File: src/rtl/roberto.sv
`default_nettype none
// roberto: three-channel sonar ranging controller; echo widths are rounded to cm and reported as a 7E1 ASCII frame.
// Optional macro RX_PARITY_CHECK_EN: drop received command characters whose even parity is wrong. Rev 1.0
module roberto #(
    parameter int CLK_PER_CM   = 2941,
    parameter int TRIG_CLKS    = 500,
    parameter int TIMEOUT_CLKS = 1500000,
    parameter int BAUD_DIV     = 434
) (
    input  logic clock,
    input  logic reset,
    input  logic ligar,
    input  logic echo1,
    input  logic echo2,
    input  logic echo3,
    input  logic RX,
    output logic trigger1,
    output logic trigger2,
    output logic trigger3,
    output logic saida_serial,
    output logic pronto
);

    localparam int c_cnt_max = (TIMEOUT_CLKS > TRIG_CLKS) ? TIMEOUT_CLKS : TRIG_CLKS;
    localparam int c_cw      = $clog2(c_cnt_max + 1);
    localparam int c_sw      = $clog2(CLK_PER_CM + 1);
    localparam int c_bw      = $clog2(BAUD_DIV + 1);

    typedef enum logic [2:0] {
        S_IDLE = 3'd0,
        S_TRIG = 3'd1,
        S_WAIT = 3'd2,
        S_TX   = 3'd3,
        S_DONE = 3'd4
    } state_t;

    state_t                   state_q;
    logic [c_cw-1:0]          cnt_q;
    logic                     trig_q;
    logic                     serial_q;
    logic                     pronto_q;
    logic [2:0]               started_q;
    logic [2:0]               done_q;
    logic [2:0][c_sw-1:0]     sub_q;
    logic [2:0][11:0]         dist_q;
    logic [3:0]               char_q;
    logic [3:0]               bit_q;
    logic [c_bw-1:0]          baud_q;
    logic [2:0]               echo_m_q;
    logic [2:0]               echo_s_q;
    logic                     pend_q;
    logic                     pend_d;
    logic                     rx_cmd_q;
    logic [6:0]               w_char;

    function automatic logic [11:0] bcd_inc(input logic [11:0] v);
        logic [11:0] r;
        r = v;
        if (v != 12'h999) begin
            if (v[3:0] != 4'd9) begin
                r[3:0] = v[3:0] + 4'd1;
            end else begin
                r[3:0] = 4'd0;
                if (v[7:4] != 4'd9) begin
                    r[7:4] = v[7:4] + 4'd1;
                end else begin
                    r[7:4]  = 4'd0;
                    r[11:8] = v[11:8] + 4'd1;
                end
            end
        end
        return r;
    endfunction

    function automatic logic [6:0] char_at(input logic [3:0] idx, input logic [2:0][11:0] d);
        logic [6:0] c;
        case (idx)
            4'd0:    c = {3'b011, d[0][11:8]};
            4'd1:    c = {3'b011, d[0][7:4]};
            4'd2:    c = {3'b011, d[0][3:0]};
            4'd3:    c = 7'h2C;
            4'd4:    c = {3'b011, d[1][11:8]};
            4'd5:    c = {3'b011, d[1][7:4]};
            4'd6:    c = {3'b011, d[1][3:0]};
            4'd7:    c = 7'h2C;
            4'd8:    c = {3'b011, d[2][11:8]};
            4'd9:    c = {3'b011, d[2][7:4]};
            4'd10:   c = {3'b011, d[2][3:0]};
            default: c = 7'h23;
        endcase
        return c;
    endfunction

    // Bit 0 start, 1..7 data LSB first, 8 even parity, 9 stop.
    function automatic logic tx_bit(input logic [6:0] ch, input logic [3:0] idx);
        logic b;
        b = 1'b1;
        if (idx == 4'd0) begin
            b = 1'b0;
        end else if (idx <= 4'd7) begin
            b = ch[3'(idx - 4'd1)];
        end else if (idx == 4'd8) begin
            b = ^ch;
        end
        return b;
    endfunction

    assign w_char = char_at(char_q, dist_q);
    assign pend_d = (pend_q && (state_q != S_IDLE)) || ligar || rx_cmd_q;

    always_ff @(posedge clock or negedge reset) begin
        if (!reset) begin
            echo_m_q <= '0;
            echo_s_q <= '0;
            pend_q   <= 1'b0;
        end else begin
            echo_m_q <= {echo3, echo2, echo1};
            echo_s_q <= echo_m_q;
            pend_q   <= pend_d;
        end
    end

    always_ff @(posedge clock or negedge reset) begin
        if (!reset) begin
            state_q   <= S_IDLE;
            cnt_q     <= '0;
            trig_q    <= 1'b0;
            serial_q  <= 1'b1;
            pronto_q  <= 1'b0;
            started_q <= '0;
            done_q    <= '0;
            sub_q     <= '0;
            dist_q    <= '0;
            char_q    <= '0;
            bit_q     <= '0;
            baud_q    <= '0;
        end else begin
            pronto_q <= 1'b0;
            case (state_q)
                S_IDLE: begin
                    if (pend_q) begin
                        state_q   <= S_TRIG;
                        trig_q    <= 1'b1;
                        cnt_q     <= '0;
                        started_q <= '0;
                        done_q    <= '0;
                        for (int i = 0; i < 3; i++) begin
                            sub_q[i]  <= c_sw'(CLK_PER_CM / 2);
                            dist_q[i] <= '0;
                        end
                    end
                end
                S_TRIG: begin
                    if (cnt_q == c_cw'(TRIG_CLKS - 1)) begin
                        state_q <= S_WAIT;
                        trig_q  <= 1'b0;
                        cnt_q   <= '0;
                    end else begin
                        cnt_q <= cnt_q + 1'b1;
                    end
                end
                S_WAIT: begin
                    if ((&done_q) || (cnt_q == c_cw'(TIMEOUT_CLKS - 1))) begin
                        for (int i = 0; i < 3; i++) begin
                            if (!done_q[i]) dist_q[i] <= 12'h999;
                        end
                        state_q  <= S_TX;
                        serial_q <= 1'b0;
                        char_q   <= '0;
                        bit_q    <= '0;
                        baud_q   <= '0;
                    end else begin
                        cnt_q <= cnt_q + 1'b1;
                        // Sub-counter starts at half a cm so the wrap count rounds to nearest.
                        for (int i = 0; i < 3; i++) begin
                            if (!done_q[i]) begin
                                if (echo_s_q[i]) begin
                                    started_q[i] <= 1'b1;
                                    if (sub_q[i] == c_sw'(CLK_PER_CM - 1)) begin
                                        sub_q[i]  <= '0;
                                        dist_q[i] <= bcd_inc(dist_q[i]);
                                    end else begin
                                        sub_q[i] <= sub_q[i] + 1'b1;
                                    end
                                end else if (started_q[i]) begin
                                    done_q[i] <= 1'b1;
                                end
                            end
                        end
                    end
                end
                S_TX: begin
                    if (baud_q == c_bw'(BAUD_DIV - 1)) begin
                        baud_q <= '0;
                        if (bit_q == 4'd9) begin
                            if (char_q == 4'd11) begin
                                state_q  <= S_DONE;
                                pronto_q <= 1'b1;
                                serial_q <= 1'b1;
                            end else begin
                                char_q   <= char_q + 4'd1;
                                bit_q    <= '0;
                                serial_q <= 1'b0;
                            end
                        end else begin
                            bit_q    <= bit_q + 4'd1;
                            serial_q <= tx_bit(w_char, bit_q + 4'd1);
                        end
                    end else begin
                        baud_q <= baud_q + 1'b1;
                    end
                end
                S_DONE: begin
                    state_q <= S_IDLE;
                end
                default: begin
                    state_q <= S_IDLE;
                end
            endcase
        end
    end

    logic            rx_m_q;
    logic            rx_s_q;
    logic            rx_prev_q;
    logic            rx_busy_q;
    logic [c_bw-1:0] rx_cnt_q;
    logic [3:0]      rx_bit_q;
    logic [6:0]      rx_data_q;
    logic            w_par_ok;

`ifdef RX_PARITY_CHECK_EN
    logic rx_par_q;
    assign w_par_ok = (rx_par_q == ^rx_data_q);
`else
    assign w_par_ok = 1'b1;
`endif

    always_ff @(posedge clock or negedge reset) begin
        if (!reset) begin
            rx_m_q    <= 1'b1;
            rx_s_q    <= 1'b1;
            rx_prev_q <= 1'b1;
            rx_busy_q <= 1'b0;
            rx_cnt_q  <= '0;
            rx_bit_q  <= '0;
            rx_data_q <= '0;
            rx_cmd_q  <= 1'b0;
`ifdef RX_PARITY_CHECK_EN
            rx_par_q  <= 1'b0;
`endif
        end else begin
            rx_m_q    <= RX;
            rx_s_q    <= rx_m_q;
            rx_prev_q <= rx_s_q;
            rx_cmd_q  <= 1'b0;
            if (!rx_busy_q) begin
                if (rx_prev_q && !rx_s_q) begin
                    rx_busy_q <= 1'b1;
                    rx_cnt_q  <= '0;
                    rx_bit_q  <= '0;
                end
            end else begin
                if (rx_cnt_q == c_bw'(BAUD_DIV - 1)) begin
                    rx_cnt_q <= '0;
                    rx_bit_q <= rx_bit_q + 4'd1;
                end else begin
                    rx_cnt_q <= rx_cnt_q + 1'b1;
                end
                if (rx_cnt_q == c_bw'(BAUD_DIV / 2)) begin
                    if (rx_bit_q == 4'd0) begin
                        if (rx_s_q) rx_busy_q <= 1'b0;
                    end else if (rx_bit_q <= 4'd7) begin
                        rx_data_q <= {rx_s_q, rx_data_q[6:1]};
                    end else if (rx_bit_q == 4'd8) begin
`ifdef RX_PARITY_CHECK_EN
                        rx_par_q <= rx_s_q;
`endif
                    end else begin
                        rx_busy_q <= 1'b0;
                        if (rx_s_q && w_par_ok && (rx_data_q == 7'h4C)) rx_cmd_q <= 1'b1;
                    end
                end
            end
        end
    end

    assign trigger1     = trig_q;
    assign trigger2     = trig_q;
    assign trigger3     = trig_q;
    assign saida_serial = serial_q;
    assign pronto       = pronto_q;

endmodule
`default_nettype wire

File: config.mk
export PLATFORM = sky130hd
export DESIGN_NAME = roberto
export DESIGN_NICKNAME = d
export VERILOG_FILES = /design/src/rtl/roberto.sv
export SDC_FILE = /design/constraint.sdc
export NUM_CORES = 1
export LEC_CHECK = 0
export CAP_MARGIN = 20
export CORE_MARGIN = 4
export CORE_UTILIZATION = 49
export DETAILED_ROUTE_END_ITERATION = 7
export DONT_BUFFER_PORTS = 1
export PLACE_DENSITY = 0.64
export SLEW_MARGIN = 20
export SYNTH_ARGS = -nofsm -noshare
export SYNTH_HDL_FRONTEND = slang
export SYNTH_SLANG_ARGS = --single-unit
File: constraint.sdc
create_clock -name clock -period 2.3 [get_ports clock]
set_clock_uncertainty 0.05 [all_clocks]
set_input_delay 0.46 -clock clock [delete_from_list [all_inputs] [get_ports clock]]
set_output_delay 0.46 -clock clock [all_outputs]
set_load 0.05 [all_outputs]
==> metrics.md <==
| Metric | Value |
|---|---|
| FF-to-FF setup slack | -0.14 ns |
| Power density cells | approximately 660 nW/um^2 |
| Critical path type | reg2reg |
| Syn Inst Count | 1009 |
| Detailed placement HPWL | 15600 um |
| GP Congestion | 0.879 |
| Final non-filler cell total | 1391 |
| Clock tree sinks | roughly 150 |
| CP required | ~2.6 ns |
| Drt wl/cell | 17.4 um |
| Largest family of logic cells by synthesized area | simple AND/OR/NAND/NOR gates |
| Fin crit period | 2.44 ns |
| Dpl cell area | 10100 um^2 |
| Yosys warnings | 0 |
| Hold buffer count at cts | 4 |
| Multiplexer share of the synthesized area | 2.33% |
| Syn_area_per_cell | just under 9 um^2 |
| F_max | 411 MHz |
| Antenna violations before repair | 0 |
| Hold Path Class | in2async |
| Via count | 8243 |
| Commonest cells post-synth | dfrtp_1, o21ai_0, nor2_1 |
| Fin Hold WS | -0.329 ns |
| Slew headroom | between 40 and 50% |
| Io pins | 12 |
| Part of the Yosys area used for sequential elements | 43.1% |
| Failing checks | hold timing, setup timing |
| Max cap viols | 0 |
| Die Wd | 143 um |
| Final Max Tran Viols | 0 |
| # diodes | 0 |
| CTS tree | yes |
| Site row count | 49 |
| Pre-CTS setup slack | -0.503 ns |
| WL final | 24100 um |
| Critical path endpoint category | flip-flop |
| Setup violators final | 27 |
| Antenna Violating Nets Remaining | 0 |
| Peak VDD IR | 0.636 mV |
| Die height | 143 um |
| Area Growth Syn to Fin | 28.7% |
| Top cells by area, synth | dfrtp_1, o21ai_0, ha_1 |
| Worst EP arrival | 2.71 ns |
| Nets | 1194 |
| CTS clock-pin slew for the worst setup and hold paths | 0.07 ns |
| Most common cell in the synthesized netlist | dfrtp_1 |
| Worst Reg-to-Reg Cells | 7 |
| First-pass GRT wire length | 39200 um |
| Final WS setup | -0.136 ns |
| Top_reg_cell synth | dfrtp_1 |
| Initial DRC Count | 740 |
| Root Buffer | clkbuf_16 |
| Vias in the first global route | approximately 8000 |
| CP Max Fanout | 3 |
| Area fraction of the dominant cell type after synthesis | a little over two fifths |
| Largest net degree at the start of global routing | 155 |
| Core area | 18000 um^2 |
| Worst-skew pair later-pin latency | 0.44 ns |
| Final instance area | approximately 12000 um^2 |
| Post-route setup TNS | -2.65 ns |
| Post-synth EDFFs | 0 |
| RSZ-0062 raised after global routing | true |
| Asr flop ratio synth | 100% |
| Final worst-path cycle share | 106% |
| Post-Synth Adder-Cell Area | 5.31% |
| Htree depth | 4 |
| Buffers on Ports | 0 |
| Post-synth cell types | 76 |
| Dpl cells | 1328 |
| Cell taking the most area after synthesis | dfrtp_1 |
| Mapped Nets | 1054 |
| Static leakage | 5.00 nW |
| Area of the die | 20500 um^2 |
| Status | finished with violations |
| Bufs on Longest Clock Path | 2 |
| Number of synthesized register bits | 154 |
| Fin. Hold Viols | 150 |
| Tightest Pin Transition | approximately 0.75 ns |
| Via density | 5.93 |
| DRC viols | 0 |
| Initial Util | 49.9% |
| GR Overflow Total | 0 |
| GR Util All Layers | 23.6% |
| Layout cells sized above 1 | 24.9% |
| Compound-Gate Fraction of Synth Area | 19.7% |
| Critical Path Start Type | flip-flop |
| Synth Area in XOR/XNOR | 2.93% |
| Post-Syn Area | 8960 um^2 |
| CTS buffer count | 17 |
| 1st-pass router iterations | 5 |
| Synth Area in Simple Gates | 23.2% |
==> worst paths after layout <==
kind / end / start
worst min register to register: rx_s_q / rx_m_q
min in group clock: pend_q / ligar
worst max register to register: state_q[0] / cnt_q[19]
max in group asynchronous: saida_serial / reset
worst max-delay path: state_q[0] / cnt_q[19]
worst min-delay path: dist_q[12] / reset
==> area by class of cell <==
class | instances | area, um^2
flip-flops and latches | 154 | 3860
clock buffers | 18 | 439
clock inverters | 14 | 174
multi-input cells | 778 | 5280
well taps | 229 | 287
repair buffers | 154 | 1320
fillers | 1451 | 6440
inverters | 44 | 168
==> kinds of logic (layout without fill, tap and decap cells) <==
kind of cell / count (synthesis) / in the layout
and+or+nand+nor: 409 / 409
AOI/OAI and AO/OA: 280 / 282
DFF: 154 / 154
buffers and inverters: 79 / 230
adders and majority gates: 38 / 38
xor gates and xnor gates: 30 / 30
muxes: 19 / 19
==> cells in the final DEF (no fill, tap or decap), types with 22 or more instances in the layout <==
cell type	synthesis	final
a21oi_1	39	31
buf_4	2	128
dfrtp_1	150	149
ha_1	38	32
inv_1	44	41
nand2_1	99	93
nand3_1	44	40
nor2_1	109	101
nor3_1	24	22
o21ai_0	125	93
o21ai_1	1	24
==> stage by stage <==
stage                     total power, mW  utilization [%]  hold WS, ns
after floorplan                      3.72                -        0.114
after global placement               4.30             56.1        0.121
after detailed placement             4.32             56.1        0.123
after CTS                            7.40             61.2       -0.351
after global routing                 7.89             64.2       -0.346
final                                7.59             64.2       -0.329
==> timing repair <==
| action | CTS | global route |
|---|---|---|
| gates resized for setup | 32 | 117 |
| setup buffers | 11 | 13 |
| cloned | 2 | 2 |
| endpoints found under the setup margin | 78 | 92 |
| hold endpoints to repair | 158 | 154 |
| pin swaps | 10 | 37 |
==> routing by layer <==
layer	track usage, %	part of all wire [%]	vias to the layer above
li1	-	-	3973
met1	31.9	46	4014
met2	38.1	48	220
met3	5.43	4.9	36
met4	7.43	1.7	0
met5	0	0	-
==> sequential cells by signal, summed over array words and instances (netlist names), 7 cells and up <==
| name | flops |
|---|---|
| rx_cnt_q | 9 |
| sub_q | 36 |
| rx_data_q | 7 |
| dist_q | 36 |
| baud_q | 9 |
| cnt_q | 21 |
==> report_power, final <==
| group | switching (mW) | internal, mW | total, mW |
|---|---|---|---|
| Sequential | 0.104 | 2.82 | 2.93 |
| Combinational | 0.937 | 0.755 | 1.69 |
| Clock | 1.29 | 1.68 | 2.97 |
| Total | 2.33 | 5.26 | 7.59 |
==> worst max-delay path: stages, from the launching register on <==
cell	delay (ns)
dfrtp_1	0.39
or4_4	0.56
or2_4	0.25
or3_4	0.39
buf_4	0.15
nand3_4	0.08
o2111ai_4	0.13
mux2_4	0.33
Note: power is estimated with default switching activity, not from simulation.
